==> src/rtl/core_sequencer.sv <==
// core_sequencer: multi-cycle control FSM for the piRISC RV32I core.
// Sequences FETCH -> DECODE -> EXECUTE -> [MEMORY] -> [WRITEBACK] over a
// single-ported memory and drives all datapath selects and write strobes.
// Ports:
//   clk, reset (async active-low), go_contr (start, sampled in IDLE)
//   ir        : instruction register contents
//   mem_ack   : memory completion (ignored while mem_req=0)
//   br_taken  : branch compare result (EXECUTE)
//   state     : IDLE=0 FETCH=1 DECODE=2 EXECUTE=3 MEMORY=4 WRITEBACK=5 HALT=6
//   mem_req/mem_we/mem_sel_pc, ir_load, pc_write/pc_src,
//   alu_a_sel/alu_b_sel, rf_write/wb_sel : datapath controls
//   halted/illegal/err_timeout : sticky status, instr_count : retired count
module core_sequencer #(
  parameter int unsigned CNT_W   = 32,
  parameter int unsigned TIMEOUT = 255
) (
  input  logic             clk,
  input  logic             reset,
  input  logic             go_contr,
  input  logic [31:0]      ir,
  input  logic             mem_ack,
  input  logic             br_taken,
  output logic [2:0]       state,
  output logic             mem_req,
  output logic             mem_we,
  output logic             mem_sel_pc,
  output logic             ir_load,
  output logic             pc_write,
  output logic [1:0]       pc_src,
  output logic             alu_a_sel,
  output logic             alu_b_sel,
  output logic             rf_write,
  output logic [1:0]       wb_sel,
  output logic             halted,
  output logic             illegal,
  output logic             err_timeout,
  output logic [CNT_W-1:0] instr_count
);

  localparam int unsigned WAIT_W = $clog2(TIMEOUT + 1);

  typedef enum logic [2:0] {
    S_IDLE      = 3'd0,
    S_FETCH     = 3'd1,
    S_DECODE    = 3'd2,
    S_EXECUTE   = 3'd3,
    S_MEMORY    = 3'd4,
    S_WRITEBACK = 3'd5,
    S_HALT      = 3'd6
  } state_t;

  state_t              cur, nxt;
  logic [WAIT_W-1:0]   wait_cnt;
  logic                timeout_hit;
  logic                retire;

  logic [6:0] opcode;
  logic op_r, op_i, op_ld, op_st, op_br, op_jal, op_jalr, op_lui, op_auipc;
  logic op_legal, halt_word;

  assign opcode    = ir[6:0];
  assign op_r      = (opcode == 7'b0110011);
  assign op_i      = (opcode == 7'b0010011);
  assign op_ld     = (opcode == 7'b0000011);
  assign op_st     = (opcode == 7'b0100011);
  assign op_br     = (opcode == 7'b1100011);
  assign op_jal    = (opcode == 7'b1101111);
  assign op_jalr   = (opcode == 7'b1100111);
  assign op_lui    = (opcode == 7'b0110111);
  assign op_auipc  = (opcode == 7'b0010111);
  assign op_legal  = op_r | op_i | op_ld | op_st | op_br | op_jal | op_jalr | op_lui | op_auipc;
  assign halt_word = (ir == 32'hFFFF_FFFF);

  assign state = cur;

  // A wait cycle that would bring the counter to TIMEOUT ends the run,
  // unless the ack arrives in that same cycle.
  assign timeout_hit = mem_req & ~mem_ack & (wait_cnt == WAIT_W'(TIMEOUT - 1));

  // State register
  always_ff @(posedge clk or negedge reset) begin
    if (!reset) cur <= S_IDLE;
    else        cur <= nxt;
  end

  // Next-state logic
  always_comb begin
    nxt = cur;
    case (cur)
      S_IDLE:      if (go_contr) nxt = S_FETCH;
      S_FETCH: begin
        if (mem_ack)          nxt = S_DECODE;
        else if (timeout_hit) nxt = S_HALT;
      end
      S_DECODE:    nxt = (halt_word || !op_legal) ? S_HALT : S_EXECUTE;
      S_EXECUTE: begin
        if (op_br)               nxt = S_FETCH;
        else if (op_ld || op_st) nxt = S_MEMORY;
        else                     nxt = S_WRITEBACK;
      end
      S_MEMORY: begin
        if (mem_ack)          nxt = op_st ? S_FETCH : S_WRITEBACK;
        else if (timeout_hit) nxt = S_HALT;
      end
      S_WRITEBACK: nxt = S_FETCH;
      S_HALT:      nxt = S_HALT;
      default:     nxt = S_IDLE;
    endcase
  end

  // Output logic
  always_comb begin
    mem_req    = 1'b0;
    mem_we     = 1'b0;
    mem_sel_pc = 1'b0;
    ir_load    = 1'b0;
    pc_write   = 1'b0;
    pc_src     = 2'b00;
    alu_a_sel  = 1'b0;
    alu_b_sel  = 1'b0;
    rf_write   = 1'b0;
    wb_sel     = 2'b00;
    retire     = 1'b0;
    case (cur)
      S_FETCH: begin
        mem_req    = 1'b1;
        mem_sel_pc = 1'b1;
        ir_load    = mem_ack;
      end
      S_EXECUTE: begin
        alu_a_sel = op_auipc | op_jal;
        alu_b_sel = ~(op_r | op_br);
        if (op_br) begin
          pc_write = 1'b1;
          pc_src   = br_taken ? 2'b01 : 2'b00;
          retire   = 1'b1;
        end
      end
      S_MEMORY: begin
        mem_req = 1'b1;
        mem_we  = op_st;
        if (op_st && mem_ack) begin
          pc_write = 1'b1;
          retire   = 1'b1;
        end
      end
      S_WRITEBACK: begin
        rf_write = 1'b1;
        pc_write = 1'b1;
        retire   = 1'b1;
        if (op_ld)                 wb_sel = 2'b01;
        else if (op_jal | op_jalr) wb_sel = 2'b10;
        if (op_jal)       pc_src = 2'b01;
        else if (op_jalr) pc_src = 2'b10;
      end
      default: ;
    endcase
  end

  // Wait counter, sticky status and retired-instruction counter.
  // Clearing whenever the current cycle is not an unacked request cycle is
  // equivalent to clearing on each entry to FETCH/MEMORY.
  always_ff @(posedge clk or negedge reset) begin
    if (!reset) begin
      wait_cnt    <= '0;
      halted      <= 1'b0;
      illegal     <= 1'b0;
      err_timeout <= 1'b0;
      instr_count <= '0;
    end else begin
      if (mem_req && !mem_ack && !timeout_hit) wait_cnt <= wait_cnt + 1'b1;
      else                                     wait_cnt <= '0;
      if (nxt == S_HALT && cur != S_HALT) begin
        halted <= 1'b1;
        if (cur == S_DECODE && !halt_word && !op_legal) illegal <= 1'b1;
        if (timeout_hit) err_timeout <= 1'b1;
      end
      if (retire) instr_count <= instr_count + 1'b1;
    end
  end

endmodule

==> config.mk <==
export PLATFORM = sky130hd
export DESIGN_NAME = core_sequencer
export DESIGN_NICKNAME = d
export VERILOG_FILES = /design/src/rtl/core_sequencer.sv
export SDC_FILE = /design/constraint.sdc
export NUM_CORES = 1
export LEC_CHECK = 0
export ABC_CLOCK_PERIOD_IN_PS = 2900
export CORE_AREA = 2 2 77 79
export CTS_CLUSTER_DIAMETER = 30
export DETAILED_ROUTE_END_ITERATION = 16
export DIE_AREA = 0 0 79 81
export GPL_TIMING_DRIVEN = 0
export PLACE_DENSITY = 0.82
export SETUP_SLACK_MARGIN = 0.4
export SYNTH_ARGS = -nofsm -noshare
export SYNTH_HDL_FRONTEND = slang
export SYNTH_SLANG_ARGS = --single-unit
==> constraint.sdc <==
create_clock -name clk -period 2.9 [get_ports clk]
set_input_delay 0.58 -clock clk [delete_from_list [all_inputs] [get_ports clk]]
set_output_delay 0.58 -clock clk [all_outputs]
set_load 0.01 [all_outputs]
== After elaboration in Yosys (flattened, before gate mapping) ==
Index checks and enable logic that the tools add are counted.
Storage, ports and cells
  bits in registers: 46
  output and inout port bits: 50
  input port bits: 37
Operators by class
  multiplexer cells: 28
  reductions and logical operators: 16
  eq/ne operators: 19
  bitwise operators: 15
  $add $sub $neg: 2
Operator list (count)
  32-bit by 1-bit adder with 32-bit output (second input constant): 1
  32-bit == test (second input constant): 1
  7-bit by 6-bit == test with 1-bit output (second input constant): 3
  7-bit == test (second input constant): 3
  3-bit two-way mux: 7
  3-bit case mux with 7 select lines: 1
  7-bit by 5-bit == test with 1-bit output (second input constant): 2
  3-bit == test (second input constant): 4
  1-bit two-way mux: 12
  1-bit bitwise OR: 11
  2-bit two-way mux: 5
  8-bit by 1-bit adder with 8-bit output (second input constant): 1
  8-bit == test (second input constant): 1
  8-bit two-way mux: 1
  7-bit by 2-bit == test with 1-bit output (second input constant): 1
  3-bit by 2-bit == test with 1-bit output (second input constant): 2
  1-bit logical AND: 6
  1-bit zero test: 4
  2-bit case mux with 2 select lines: 1
  2-bit AND reduction: 2
  3-bit by 1-bit == test with 1-bit output (second input constant): 1
  3-bit zero test: 1
  3-bit != test (second input constant): 1
  1-bit case mux with 3 select lines: 1
  other kinds (4): 7

== Longest topological paths before layout ==
  word-level depth: 16
  depth in mapped cells: 7
  gate-level depth less buffers: 6

== Worst setup path after synthesis ==
Ideal clock, no wire load.
  path type: input to register
  from: input ir[3]
  to: register instr_count[31]
  slack: 0.659 ns
  arrival: 2.162 ns
  required time: 2.821 ns
  cell stages on the path: 6
  buffers on the path: 1
  library setup time: 0.079 ns
  path through: nand4bb_4 > o41a_1 > or3_1 > buf_6 > nor4_4 > xor2_1
On the way
  longest elaborated chain between the ends: 4
RTL lines
  start, declared: RTL line 20  | input logic [31:0] ir,
  7-bit by 6-bit == test with 1-bit output: RTL line 65  | assign op_st = (opcode == 7'b0100011);
  1-bit logical AND: RTL line 142  | if (op_st && mem_ack) begin
  1-bit two-way mux: RTL line 142
  1-bit case mux with 3 select lines (*): RTL line 124  | case (cur)
  end signal, assigned: RTL line 178  | if (retire) instr_count <= instr_count + 1'b1;
  end, declared: RTL line 37  | output logic [CNT_W-1:0] instr_count
Every way passes the cells marked *; elsewhere a longest branch is shown, timed or not.
A chain may end at the register's enable or synchronous reset.

== Worst setup path in the final report ==
  from: input ir[2]
  to: output pc_write
On the way
  longest elaborated chain between the ends: 4
RTL lines
  7-bit by 6-bit == test with 1-bit output: RTL line 65
  1-bit logical AND: RTL line 142
  1-bit two-way mux: RTL line 142
  1-bit case mux with 3 select lines (*): RTL line 124
  end, declared: RTL line 28  | output logic pc_write,
Marks and branches as above.

==> results.toml <==
[yosys]
syn_nets = 284
synth_flop_cell = "dfrtp_1"
syn_area_per_cell_um2 = 10.09
ys.warnings.count = 0
netlist_area_um2 = 2461
synth_sequential_area_ratio = 0.4677
ys_ff_latch = 46
synth-edff-count = 0
asyncSetResetFlopFracSynth = 1.000
ys_types = 46
synthCells = 244

[timing]
max-slew-margin-rel = 0.6369
clock-skew-final_ps = 6.074
fmaxAchievable_ghz = 0.3960
hold_slack_ps = 131.9
fin_crit_sh = 0.8708
hold_violations = 0
final.min_clock_period_ps = 2525
grt_setup_unrepaired = "true"
finalSetupViolations = 0
final_max_slew_viol_count = 0
max_slew.worst_pin.slew_ps = 541.6

[finish]
nNetsFinal = 383
area_added_between_synthesis_and_finish_pct = 49.42
num_antenna_cells = 0
final_layout_size_suffix_gt1_frac = 0.1541

[floorplanning]
vertical_die_dimension_um = 81
floorplan.io_pins = 87
placeableCoreArea_um2 = 5675
start_util = 0.4336
fp.dieArea_um2 = 6399
floorplan.rows = 28
dieWidth_um = 79

[power]
power.combinational.fraction = 0.389
power_report.internal_total_w = 0.001246
power.sequential.fraction = 0.408
pwr_density_cell_nw_per_um2 = 522.9
worst_ir_drop_vdd_mv = 0.3854
power.total_w = 0.001923
p_switching_w = 0.0006771
power.static_leakage_nw = 1.554
clk_pwr_share = 0.203
switching_share_of_power = 0.3521

[setup_path]
critical_path_peak_fanout = 4
critPathKind = "in -> out"
setup.worst_path.start_class = "input pin"
worstPathArrival_ps = 1950
end_kind = "output port"
timing.critical_path.required_ps = 2320

[clock_network]
clock_insertion_delay_worst_skew_ps = 300
clk_pin_slew_worst_paths_ps = 80
cts_inserted_buffers = 5
clk_root_buf = "clkbuf_8"
cts-htree-levels = 2
cts_max_path_buffers = 2
clkSinkCount = 46
tritoncts = "done"

[place]
buffer_ports.inserted = 86
routabilityCongestion = 0.8048
dp_hpwl_um = 4577

[job]
maxCapViolations = 0

[detailed_routing]
route.detailed.wl_per_inst_um = 15.32
route.detailed.vias_per_inst = 5.401
drt_iter0_drc = 104
detailedRoute.firstPassIterationCount = 4
routed_wl_um = 6420
number_of_vias_in_the_routed_layout = 2263
postRouteAntennaNets = 0
drc = 0

[outcome]
outcome = "finished, final reports clean"

[global_routing]
globalRoute.totalOverflow = 0
grt_pass1_wl_um = 10260
pin_count_of_the_biggest_net_entering_global_routing = 40
globalRouteTotalUtil = 0.2012
grt_pass1_vias = 2167
grt_antenna_before_repair = 0

[min_path]
kind_of_path_behind_the_tightest_hold_check = "in -> async"
## per-stage QoR
step                cell area [µm²]  utilization  instances  setup TNS (ps)  worst slack [ps]
floorplan                      2461            -        244               0             658.8
global placement               3416       0.6019        405           -2334            -414.8
detailed placement             3431       0.6045        406           -2324            -476.2
CTS                            3603       0.6349        417               0             205.5
global route                   3677       0.6479        419               0             319.0
finish                         3677       0.6479        419               0             374.8
## power groups by stage
stage / logic [W] / registers [W] / clock network [W]
after detailed placement: 0.000642 / 0.000784 / 0
after global routing: 0.000819 / 0.000794 / 0.000421
after CTS: 0.000696 / 0.000777 / 0.000399
after floorplan: 0.000311 / 0.000791 / 0
final: 0.000749 / 0.000784 / 0.000390
after global placement: 0.000622 / 0.000777 / 0
## state kept, by name (all words and copies together) (netlist names)
register,cells
instr_count,32
wait_cnt,8
state,3
err_timeout,1
halted,1
illegal,1
## timing repair
item                                    CTS  global route
hold buffers                              0             0
resized for setup                        42            25
pin swaps                                 3             7
endpoints found under the setup margin   39            27
buffers inserted                          3             2
## path summary, 6_finish.rpt
check                                           start  slack [ps]  depth (start not counted)                           to
min                                             reset         130                          1          illegal$_DFFE_PN0P_
max reg2reg                instr_count[2]$_DFFE_PN0P_         550                          5  instr_count[29]$_DFFE_PN0P_
min in group clk              err_timeout$_DFFE_PN0P_         460                          1      err_timeout$_DFFE_PN0P_
max                                             ir[2]         370                          5                     pc_write
max in group asynchronous                       reset        2300                          2           state[1]$_DFF_PN0_
min reg2reg                   err_timeout$_DFFE_PN0P_         460                          1      err_timeout$_DFFE_PN0P_
## cell usage in the layout (no fill, tap or decap), types with 3 or more instances in the layout
cell,instances
dlygate4sd2_1,8
dfrtp_1,45
and4_1,4
buf_4,5
nand2_1,20
ha_1,3
nand4_1,15
nor2_1,17
a21oi_1,3
nand3_1,20
nor4_1,4
nor3_1,5
xnor2_1,22
inv_1,5
nor3_2,6
clkbuf_8,5
and3_1,5
clkdlybuf4s15_2,3
nand2b_1,3
clkdlybuf4s50_1,68
buf_2,4
xor2_1,16
## layer usage
metal | GRT usage | vias to the layer above | wire, µm
met4 | 0.05517 | 0 | 60
li1 | - | 1077 | -
met2 | 0.3297 | 48 | 3304
met1 | 0.2779 | 1131 | 2865
met3 | 0.03444 | 7 | 190
met5 | 0 | - | 0
## cells by family (layout without fill, tap and decap cells)
logic type	after synthesis	after routing	share of synthesized area
AOI/OAI and AO/OA	20	20	0.05846
xor gates and xnor gates	38	38	0.1352
adders and majority gates	3	3	0.01525
buffers and inverters	12	112	0.02186
DFF	46	46	0.4677
muxes	2	2	0.008642
and+or+nand+nor	123	123	0.2928
## worst max-delay path, cell delays in order
cell	delay [ps]
dlygate4sd2_1	280
nand4bb_4	250
o41a_1	510
nor2_2	160
clkbuf_2	160
## final cells by class
| type | instances | area [µm²] |
|---|---|---|
| fill | 474 | 1998 |
| multi-input combinational | 186 | 1381 |
| sequential | 46 | 1152 |
| timing repair buffer | 92 | 900.9 |
| tap | 75 | 93.84 |
| clock buffer | 6 | 72.57 |
| buffer | 6 | 40.04 |
| inverter | 6 | 22.52 |
| clock inverter | 2 | 13.76 |
## synth_stat cells, drive strengths merged (2+ instances only)
cell type   n  area share
nor3       12       0.026
nor4        8       0.034
and4        4       0.014
clkbuf      3      0.0046
and3        5       0.013
xor2       16       0.057
buf         3      0.0081
nor3b       2      0.0081
a21o        2      0.0061
inv         6      0.0092
ha          3       0.015
nand4      15       0.038
a22oi       2      0.0061
dfrtp      46        0.47
and2        2      0.0051
o21bai      2      0.0061
nor2       20       0.031
a41oi       2      0.0071
or3         2      0.0051
a31oi       2      0.0051
nand3      21       0.043
xnor2      22       0.078
a21oi       4      0.0081
nand2b      4       0.010
nand2      21       0.032
o21ai       2      0.0041
Note: power is estimated with default switching activity, not from simulation.
